## src/rtl/stopwatch_ctrl_if.sv

```systemverilog
// Stopwatch controller bus: button pulses in, timebase and BCD count out.
// The lap signal exists only when LAP_EN is defined.
interface stopwatch_ctrl_if;
    logic       strt_stp;
    logic       clr;
`ifdef LAP_EN
    logic       lap;
`endif
    logic       running;
    logic       tick;
    logic [7:0] hund;
    logic [7:0] sec;
    logic       ovf;

`ifdef LAP_EN
    modport master (
        output strt_stp, clr, lap,
        input  running, tick, hund, sec, ovf
    );
    modport slave (
        input  strt_stp, clr, lap,
        output running, tick, hund, sec, ovf
    );
`else
    modport master (
        output strt_stp, clr,
        input  running, tick, hund, sec, ovf
    );
    modport slave (
        input  strt_stp, clr,
        output running, tick, hund, sec, ovf
    );
`endif
endinterface

```

## src/rtl/stopwatch_ctrl.sv

```systemverilog
// Stopwatch run/pause/clear FSM, hundredth prescaler and BCD count.
// Optional lap hold compiled in with LAP_EN.
module stopwatch_ctrl #(
    parameter int TICK_DIV = 3,
    parameter int MAX_SEC  = 59
) (
    input  logic            clk,
    input  logic            rst,
    stopwatch_ctrl_if.slave bus
);

    localparam int PW = (TICK_DIV > 1) ? $clog2(TICK_DIV) : 1;
    localparam logic [PW-1:0] PRE_MAX = PW'(TICK_DIV - 1);
    localparam logic [7:0] SEC_MAX = {4'(MAX_SEC / 10), 4'(MAX_SEC % 10)};

    typedef enum logic [1:0] {
        S_IDLE,
        S_RUN,
        S_PAUSE,
        S_FULL
    } state_t;

    state_t        r_state;
    logic [PW-1:0] r_pre;
    logic [7:0]    r_hund;
    logic [7:0]    r_sec;
    logic          r_ovf;
    logic          r_running;

    logic          w_tick;
    logic          w_sat;
    logic          w_hund_cy;
    logic [7:0]    w_hund_nx;
    logic [7:0]    w_sec_nx;

    function automatic logic [7:0] bcd_inc(input logic [7:0] v);
        logic [3:0] t;
        logic [3:0] o;
        t = v[7:4];
        o = v[3:0];
        if (o == 4'd9) begin
            o = 4'd0;
            t = (t == 4'd9) ? 4'd0 : t + 4'd1;
        end else begin
            o = o + 4'd1;
        end
        return {t, o};
    endfunction

    assign w_tick    = (r_state == S_RUN) && (r_pre == PRE_MAX);
    assign w_sat     = (r_sec == SEC_MAX) && (r_hund == 8'h99);
    assign w_hund_cy = (r_hund == 8'h99);
    assign w_hund_nx = bcd_inc(r_hund);
    assign w_sec_nx  = bcd_inc(r_sec);

    // FSM, prescaler and cascaded BCD count; saturating tick wins over strt_stp
    always_ff @(posedge clk) begin
        if (rst || bus.clr) begin
            r_state   <= S_IDLE;
            r_pre     <= '0;
            r_hund    <= 8'h00;
            r_sec     <= 8'h00;
            r_ovf     <= 1'b0;
            r_running <= 1'b0;
        end else begin
            unique case (r_state)
                S_IDLE: begin
                    if (bus.strt_stp) begin
                        r_state   <= S_RUN;
                        r_running <= 1'b1;
                    end
                end
                S_RUN: begin
                    if (w_tick) begin
                        r_pre <= '0;
                        if (w_sat) begin
                            r_state   <= S_FULL;
                            r_running <= 1'b0;
                            r_ovf     <= 1'b1;
                        end else begin
                            r_hund <= w_hund_nx;
                            if (w_hund_cy) begin
                                r_sec <= w_sec_nx;
                            end
                            if (bus.strt_stp) begin
                                r_state   <= S_PAUSE;
                                r_running <= 1'b0;
                            end
                        end
                    end else begin
                        r_pre <= r_pre + 1'b1;
                        if (bus.strt_stp) begin
                            r_state   <= S_PAUSE;
                            r_running <= 1'b0;
                        end
                    end
                end
                S_PAUSE: begin
                    if (bus.strt_stp) begin
                        r_state   <= S_RUN;
                        r_running <= 1'b1;
                    end
                end
                S_FULL: begin
                    r_state <= S_FULL;
                end
            endcase
        end
    end

`ifdef LAP_EN
    logic       r_hold;
    logic [7:0] r_lap_hund;
    logic [7:0] r_lap_sec;
    logic       w_lap_ok;

    assign w_lap_ok = (r_state == S_RUN) || (r_state == S_PAUSE);

    // Lap hold: freeze displayed value while the live count keeps going
    always_ff @(posedge clk) begin
        if (rst || bus.clr) begin
            r_hold     <= 1'b0;
            r_lap_hund <= 8'h00;
            r_lap_sec  <= 8'h00;
        end else if (w_tick && w_sat) begin
            r_hold <= 1'b0;
        end else if (bus.lap && w_lap_ok) begin
            if (!r_hold) begin
                r_hold     <= 1'b1;
                r_lap_hund <= r_hund;
                r_lap_sec  <= r_sec;
            end else begin
                r_hold <= 1'b0;
            end
        end
    end

    assign bus.hund = r_hold ? r_lap_hund : r_hund;
    assign bus.sec  = r_hold ? r_lap_sec  : r_sec;
`else
    assign bus.hund = r_hund;
    assign bus.sec  = r_sec;
`endif

    assign bus.tick    = w_tick;
    assign bus.running = r_running;
    assign bus.ovf     = r_ovf;

endmodule

```

## src/flat_wrapper.sv

```systemverilog
// flat-port wrapper written by rule: the top's interface ports become plain ports
module stopwatch_ctrl_flat 
#(
    parameter int TICK_DIV = 3,
    parameter int MAX_SEC  = 59
)
  (clk, rst, bus_strt_stp, bus_clr, bus_running, bus_tick, bus_hund, bus_sec, bus_ovf);
  stopwatch_ctrl_if bus_i ();
  input  logic clk;
  input  logic rst;
  input wire logic [$bits(bus_i.strt_stp)-1:0] bus_strt_stp;
  input wire logic [$bits(bus_i.clr)-1:0] bus_clr;
  output wire logic [$bits(bus_i.running)-1:0] bus_running;
  output wire logic [$bits(bus_i.tick)-1:0] bus_tick;
  output wire logic [$bits(bus_i.hund)-1:0] bus_hund;
  output wire logic [$bits(bus_i.sec)-1:0] bus_sec;
  output wire logic [$bits(bus_i.ovf)-1:0] bus_ovf;
  assign bus_i.strt_stp = bus_strt_stp;
  assign bus_i.clr = bus_clr;
  assign bus_running = bus_i.running;
  assign bus_tick = bus_i.tick;
  assign bus_hund = bus_i.hund;
  assign bus_sec = bus_i.sec;
  assign bus_ovf = bus_i.ovf;
  stopwatch_ctrl #(.TICK_DIV(TICK_DIV), .MAX_SEC(MAX_SEC)) u_core (.clk(clk), .rst(rst), .bus(bus_i));
endmodule
```

## config.mk

```make
export PLATFORM = sky130hd
export DESIGN_NAME = stopwatch_ctrl_flat
export DESIGN_NICKNAME = d
export VERILOG_FILES = /design/src/rtl/stopwatch_ctrl_if.sv /design/src/rtl/stopwatch_ctrl.sv /design/src/flat_wrapper.sv
export SDC_FILE = /design/constraint.sdc
export NUM_CORES = 1
export LEC_CHECK = 0
export ABC_AREA = 1
export CORE_MARGIN = 2
export CORE_UTILIZATION = 46
export DETAILED_ROUTE_END_ITERATION = 16
export GPL_TIMING_DRIVEN = 0
export PLACE_DENSITY = 0.75
export SLEW_MARGIN = 25
export SYNTH_ARGS = -nofsm -noshare
export SYNTH_HDL_FRONTEND = slang
export SYNTH_SLANG_ARGS = --single-unit
```

## constraint.sdc

```tcl
create_clock -name clk -period 1.15 [get_ports clk]
set_input_delay 0.23 -clock clk [delete_from_list [all_inputs] [get_ports clk]]
set_output_delay 0.23 -clock clk [all_outputs]
set_load 0.05 [all_outputs]
```

### After elaboration in Yosys (flattened, before gate mapping)

Index checks and enable logic that the tools add are counted.

* add/sub/neg operators: 5
* equality and inequality tests: 11
* multiplexer cells: 15
* bitwise logic cells: 1
* reduce and logical (&&, ||, !) cells: 12

Operators by type and width (count)
* adder 4 x 1 -> 4 bit (second input constant): 4
* equality test 4 bit (second input constant): 4
* 2-to-1 mux 4 bit: 4
* 2-to-1 mux 2 bit: 5
* equality test 8 x 7 -> 1 bit (second input constant): 1
* equality test 8 bit (second input constant): 1
* AND reduction 4 bit: 2
* equality test 2 bit (second input constant): 3
* one-hot mux 2 bit (3 select lines): 1
* AND reduction 3 bit: 2
* AND reduction 5 bit: 1
* 2-to-1 mux 1 bit: 4
* adder 2 x 1 -> 2 bit (second input constant): 1
* equality test 2 x 1 -> 1 bit (second input constant): 1
* logical AND 1 bit: 2
* zero test 2 bit: 1
* != test 2 x 1 -> 1 bit (second input constant): 1
* one-hot mux 1 bit (2 select lines): 1
* AND reduction 2 bit: 1
* nonzero test 2 bit: 1
* OR reduction 2 bit: 1
* logical OR 1 bit: 1
* NOT 1 bit: 1

* bits in registers: 22
* bits of input ports: 4
* output and inout bits: 19
* logic and storage cells: 52

### Longest topological paths before layout

Gate-level depths: netlist of run 1.

* depth after elaboration: 5
* mapped depth: 11
* depth with buffers taken out: 11

### Worst setup path before layout of run 1

No wires, ideal clock.

* kind: reg2reg
* from: register u_core.r_sec[1] (netlist: u_core.bus.sec[1])
* to: register u_core.r_sec[6] (netlist: u_core.bus.sec[6])
* setup time: 0.117 ns
* arrival time: 1.489 ns
* required time: 1.033 ns
* path slack: -0.456 ns
* stages on the path, launching flop included: 10
* path buffers: 0
* clock period less this slack: 1.606 ns
* path through: dfxtp_1 > inv_1 > nand2_2 > nor2_2 > nand2_1 > inv_1 > nand2_4 > nand3_2 > o21ai_0 > nor2_1

* word-level cells in the longest chain between the ends: 4
* elaborated cells between the ends (all ways): 5
* classes of those cells: eq/ne: 2; bitwise: 1; reduce/logical: 2

Ends and longest elaborated chain
* start: declaration: line stopwatch_ctrl.sv:26 `logic [7:0] r_sec;`
* start signal: assignment: line stopwatch_ctrl.sv:83 `r_sec <= w_sec_nx;`
* equality test 8 x 7 -> 1 bit: line stopwatch_ctrl.sv:51 `assign w_sat = (r_sec == SEC_MAX) && (r_hund == 8'h99);`
* logical AND 1 bit: line stopwatch_ctrl.sv:51
* NOT 1 bit (no source line)
* AND reduction 5 bit (no source line) (*)

Every way passes the cells marked *; elsewhere a longest branch is shown, timed or not.
A chain may end at the register's enable or synchronous reset.

### Worst setup path after layout of run 1

* from: register u_core.r_state[0]
* to: register u_core.r_sec[2] (netlist: u_core.bus.sec[2])

* word-level cells in the longest chain between the ends: 3

Ends and longest elaborated chain
* start: declaration: line stopwatch_ctrl.sv:23 `state_t r_state;`
* start signal: assignment: line stopwatch_ctrl.sv:59 `r_state <= S_IDLE;`
* start signal: assignment: line stopwatch_ctrl.sv:69 `r_state <= S_RUN;`
* start signal: assignment: line stopwatch_ctrl.sv:77 `r_state <= S_FULL;`
* equality test 2 x 1 -> 1 bit (*): line stopwatch_ctrl.sv:50, stopwatch_ctrl.sv:66
* logical AND 1 bit: line stopwatch_ctrl.sv:50 `assign w_tick = (r_state == S_RUN) && (r_pre == PRE_MAX);`
* AND reduction 4 bit (no source line) (*)

Marks and branches as above.

==> results of run 1 <==
[worst min-delay path: cells and delay by family, from the launching register on]
family,cells,cell delay (ps)
compound gates,1,50
buf+inv,1,50
flops,1,340
[stage by stage]
stage / TNS [ps] / cells / cell area [um2]
3_5_place_dp: -13940 / 234 / 1560
6_report: -5540 / 264 / 2120
2_1_floorplan: -2170 / 182 / 1300
5_1_grt: -7250 / 264 / 2120
4_1_cts: -3390 / 254 / 1820
3_3_place_gp: -13640 / 234 / 1560
[layer usage]
metal / global-route usage / wire length (um) / part of all wire
met1: 0.273 / 1550 / 0.40
met2: 0.396 / 2050 / 0.53
met3: 0.0302 / 183 / 0.047
met4: 0.0836 / 121 / 0.031
met5: 0 / 0 / 0
[power by group through the flow]
stage                     combinational [mW]  sequential, mW  clock, mW
after global routing                   0.125           0.740      0.435
after floorplan                       0.0433           0.761          0
after CTS                             0.0886           0.737      0.387
after global placement                0.0743           0.755          0
after detailed placement              0.0766           0.755          0
final                                  0.116           0.739      0.409
[how the worst max path moves through the flow]
stage | from | endpoint | slack (ps) | cells after the start
after CTS | u_core.r_state[0]$_SDFFE_PP0P_ | bus_tick | -260 | 5
after global routing | u_core.r_state[0]$_SDFFE_PP0P_ | u_core.bus.sec[2]$_SDFFE_PP0P_ | -430 | 8
after global placement | u_core.r_state[0]$_SDFFE_PP0P_ | bus_tick | -680 | 5
final | u_core.r_state[0]$_SDFFE_PP0P_ | u_core.bus.sec[2]$_SDFFE_PP0P_ | -360 | 8
after floorplan | u_core.bus.hund[2]$_SDFFE_PP0P_ | u_core.bus.sec[4]$_SDFFE_PP0P_ | -140 | 9
after detailed placement | u_core.r_state[0]$_SDFFE_PP0P_ | bus_tick | -690 | 5
[layout by cell type, fill, tap and decap left out, types with 6 or more instances in the layout]
cell type and n:
a21oi_1 9, buf_4 15, buf_6 20, buf_8 9, dfxtp_4 16, inv_1 17, inv_2 8, nand2_1 23
nand2_2 10, nand2_4 11, nor2_1 18, nor2_4 12, o21ai_0 6
[timing repair]
item,4_1_cts,5_1_grt
cloned,1,0
setup buffers,15,10
pin swaps,19,12
resized for setup,165,62
endpoints found under the setup margin,40,39
hold endpoints to repair,0,0
[state kept, by name, indices dropped and copies added (netlist names)]
signal / count
u_core.bus.hund: 8
u_core.r_state: 2
u_core.bus.running: 1
u_core.r_pre: 2
u_core.bus.ovf: 1
u_core.bus.sec: 8
[cells by family (layout without fill, tap and decap cells)]
kind of cell	after synthesis	count (layout)	share of synthesized area
AO/OA/AOI/OAI	29	29	0.130
buffers and inverters	33	84	0.101
flip-flops	22	22	0.360
AND/OR/NAND/NOR	98	99	0.410
[layout make-up]
class,count,share of cell area
clock buffers,4,0.0124
flip-flops and latches,22,0.237
multi-input cells,128,0.428
well taps,30,0.0177
plain buffers,1,0.00236
repair buffers,47,0.237
inverters,32,0.0660
==> reports/summary.txt, run 1 <==
Hold Startpoint - u_core.bus.ovf$_SDFFE_PP0P_
Global-route wire length before repair - 5550 um
Wirelength per Cell - 14.8 um
Largest net degree at the start of global routing - 13
Initial DRT Pass Iterations - 4
DRT Wirelength - 3910 um
Slew headroom - 0.794
HP Class - reg -> reg
Ratio of cells with drive above 1 in the final layout - 0.598
Grt total ovfl - 0
Util after Layout - 0.850
Initial drt markers - 52
Top cells by count, synth - nand2_1 (37), inv_1 (29), nor2_1 (28), dfxtp_1 (22), a21oi_1 (13)
Cell Area, Synth - 1220 um2
Worst Hold Path EP - u_core.bus.ovf$_SDFFE_PP0P_
Antenna viol nets, final - 0
Total Power - 1.26 mW
Die H - 55.6 um
Sequential Power Share - 0.585
Post-synthesis register bit count - 22
CP Capture Type - flip-flop
Comb pwr share - 0.092
Cell at the slowest stage of the critical path - dfxtp_2
Total Routing Usage GR - 0.223
Clk Latency, worst-skew pair - 340 ps
Die area - 3090 um2
Clock power share - 0.323
# DRC - 0
Power Density - 595 nW/um2
Most frequent cell after synthesis - nand2_1
Max incr delay on CP - 370 ps
Largest cells by area after synthesis - dfxtp_1 (36%), nand2_1 (11%), inv_1 (8.9%), nor2_1 (8.6%), a21oi_1 (5.3%)
Hold slack - 467 ps
Vias per cell - 5.28
Unrepaired setup endpoints after global routing - true
Failing checks - setup timing
Die Width - 55.6 um
Routability congestion estimate - 0.722
Reg2reg path depth - 8
Sequential-to-total area share from yosys stat - 0.360
RR Endpoint - u_core.bus.sec[2]$_SDFFE_PP0P_
Initial antenna violation count - 0
Crit Path Category - reg -> reg
Worst path bufs/invs - 2
Dpl ws - -694 ps
Cts hold-fix bufs - 0
Tmin final - 1510 ps
IO Pins - 23
Achievable Freq - 663 MHz
Core footprint - 2500 um2
CTS tree - done
Reg area - 503 um2
Startpoint types - flip-flop
Total number of vias - 1,393
Critical Path RT - 1400 ps
H-tree depth - 1
Setup WS post-layout - -359 ps
Number of enable flip-flop cells after synthesis - 0
Final nets - 239
Final Hold Viols - 0
Initial Util - 0.490
Worst-margin pin slew - 309 ps
Dpl hpwl - 1970 um
Internal power - 0.916 mW
Worst Clk Skew - 16.4 ps
Max Fanout on Critical Path - 7
TritonCTS buffer count - 3
Root buf cell - clkbuf_4
Crit share post-route - 1.31
Worst reg2reg setup slack - -360 ps
Net Sw Frac - 0.275
Max Buffers Root-to-Sink - 2
Run status - finished, violations left
Inserted Diodes - 0
Critical R2R Launch - u_core.r_state[0]$_SDFFE_PP0P_
Max Cap Viol - 0
Unique masters post-synth - 24
Psw - 0.348 mW
Slew Viols, Final - 0
Critical path's top delay family - simple AND/OR/NAND/NOR gates
Top-area cell type share of the netlist area - 0.360
Cell mode on critical path - nand3_4
Yosys warns - 0
Area growth syn-to-layout - 73.4%
WHS Path Cells - 2
# fillers - 128
Critical Path, Cell by Cell - inv_2, nor2_8, nand3_4, buf_6, nor2_4, nand3_4, o21ai_1, nor2_1
Vias in the first global route - 1,249
Leading area contributor after synthesis - dfxtp_1
Cell Rows - 18
CP arrival - 1760 ps
Post-synthesis average cell area - 6.73 um2
Multi-input logic area - 910 um2
Clock transition at path regs - 140 ps
Post-Syn Instances - 182
Fraction of registers with async set/reset - 0
IO buf count - 22
Predominant post-synthesis flop cell - dfxtp_1
Worst IR Drop VDD - 0.624 mV
CTS Sinks - 22
Net Count, Synth - 186
Final setup vio count - 31
Leak pwr - 0.816 nW
Power figures use the tool's default switching activity.
==> run 2: changes to the inputs <==
- CORE_UTILIZATION: 46 -> 30
- PLACE_DENSITY: 0.75 -> not set
==> reports/summary.txt, run 2 (same netlist as run 1, synthesis figures left out) <==
Clock transition at path regs - 80 ps
# DRC - 0
Total Power - 1.34 mW
Die Width - 67.9 um
CP Capture Type - output pin
Net Sw Frac - 0.243
Slew headroom - 0.819
Placed cells - 254
Total Routing Usage GR - 0.142
CTS Sinks - 22
TritonCTS buffer count - 3
Internal power - 1.01 mW
Setup WS post-layout - -217 ps
Routability congestion estimate - 0.766
Worst reg2reg setup slack - -160 ps
Inserted Diodes - 0
Achievable Freq - 732 MHz
Finished Layout Cells - 279
IO Pins - 23
Reg2reg path depth - 10
Post-route setup TNS - -2540 ps
Die H - 67.9 um
Clock power share - 0.380
Clk Latency, worst-skew pair - 260 ps
Sequential Power Share - 0.551
Total number of vias - 1,313
Max Fanout on Critical Path - 4
Util after Layout - 0.515
Max Cap Viol - 0
Ratio of cells with drive above 1 in the final layout - 0.594
Vias per cell - 4.71
Initial DRT Pass Iterations - 4
Critical Path RT - 920 ps
CTS tree - done
Power Density - 654 nW/um2
Area growth syn-to-layout - 67.0%
DRT Wirelength - 3120 um
CP arrival - 1140 ps
Die area - 4610 um2
Initial antenna violation count - 0
Final Cell Area - 2050 um2
Hold slack - 464 ps
Initial Util - 0.308
Grt total ovfl - 0
Initial drt markers - 62
Wirelength per Cell - 11.2 um
HP Class - reg -> reg
Largest net degree at the start of global routing - 13
Startpoint types - flip-flop
Worst-margin pin slew - 272 ps
Core footprint - 3970 um2
RR Endpoint - u_core.bus.sec[3]$_SDFFE_PP0P_
DP Area - 1580 um2
Critical R2R Launch - u_core.bus.sec[1]$_SDFFE_PP0P_
# fillers - 371
Tmin final - 1370 ps
Root buf cell - clkbuf_8
Final Hold Viols - 0
Global-route wire length before repair - 4990 um
Vias in the first global route - 1,142
Crit share post-route - 1.19
Antenna viol nets, final - 0
Setup crit end - bus_tick
Commonest cells after routing, fill and taps aside - nand2_1 (20), nor2_1 (20), inv_1 (17)
Cts hold-fix bufs - 0
Unrepaired setup endpoints after global routing - true
Final setup vio count - 22
Crit. Startpoint - u_core.r_state[0]$_SDFFE_PP0P_
Comb pwr share - 0.069
Psw - 0.325 mW
Run status - finished, violations left
Leak pwr - 0.772 nW
IO buf count - 22
Dpl ws - -685 ps
Dpl hpwl - 1900 um
Final nets - 234
Cell Rows - 23
H-tree depth - 1
Worst Clk Skew - 4.23 ps
Crit Path Category - reg -> out
Worst IR Drop VDD - 0.470 mV
Max Buffers Root-to-Sink - 2
Failing checks - setup timing
Slew Viols, Final - 0
## run 2: power groups by stage
stage | clock network [mW] | logic (mW) | registers [mW]
2_1_floorplan | 0 | 0.0433 | 0.761
3_3_place_gp | 0 | 0.0755 | 0.755
3_5_place_dp | 0 | 0.0759 | 0.755
4_1_cts | 0.515 | 0.0875 | 0.737
5_1_grt | 0.553 | 0.101 | 0.737
6_report | 0.509 | 0.0920 | 0.737
## run 2: worst min-delay path by stage
stage	cells past startpoint	startpoint	end
floorplan	1	bus_strt_stp	u_core.r_state[0]$_SDFFE_PP0P_
global placement	2	u_core.bus.ovf$_SDFFE_PP0P_	u_core.bus.ovf$_SDFFE_PP0P_
detailed placement	2	u_core.bus.ovf$_SDFFE_PP0P_	u_core.bus.ovf$_SDFFE_PP0P_
CTS	2	u_core.bus.ovf$_SDFFE_PP0P_	u_core.bus.ovf$_SDFFE_PP0P_
global route	2	u_core.bus.running$_SDFFE_PP0P_	u_core.bus.running$_SDFFE_PP0P_
finish	2	u_core.bus.ovf$_SDFFE_PP0P_	u_core.bus.ovf$_SDFFE_PP0P_
## run 2: final cells by class
| class | instances | area [um2] | share of cell area |
|---|---|---|---|
| plain buffers | 1 | 5.00 | 0.00245 |
| clock buffers | 4 | 45.0 | 0.0220 |
| inverters | 32 | 143 | 0.0697 |
| multi-input cells | 128 | 910 | 0.445 |
| flip-flops and latches | 22 | 503 | 0.246 |
| well taps | 50 | 62.6 | 0.0306 |
| repair buffers | 42 | 378 | 0.185 |
## run 2: routing by layer
layer / global-route usage / vias to the layer above / routed length, um
li1: - / 678 / -
met1: 0.183 / 602 / 1380
met2: 0.234 / 29 / 1590
met3: 0.0214 / 4 / 102
met4: 0.0625 / 0 / 41
met5: 0 / - / 0
## run 2: critical path, stage by stage (launching register included)
cell        delay (ps)
dfxtp_2            340
inv_2               60
nor2_8              90
nand3_4            110
clkinvlp_4         130
buf_8              150
## run 2: repair_timing
item / 4_1_cts / 5_1_grt
resized for setup: 150 / 48
setup endpoints to repair: 40 / 34
cloned: 1 / 0
pin swaps: 21 / 23
setup buffers: 17 / 3
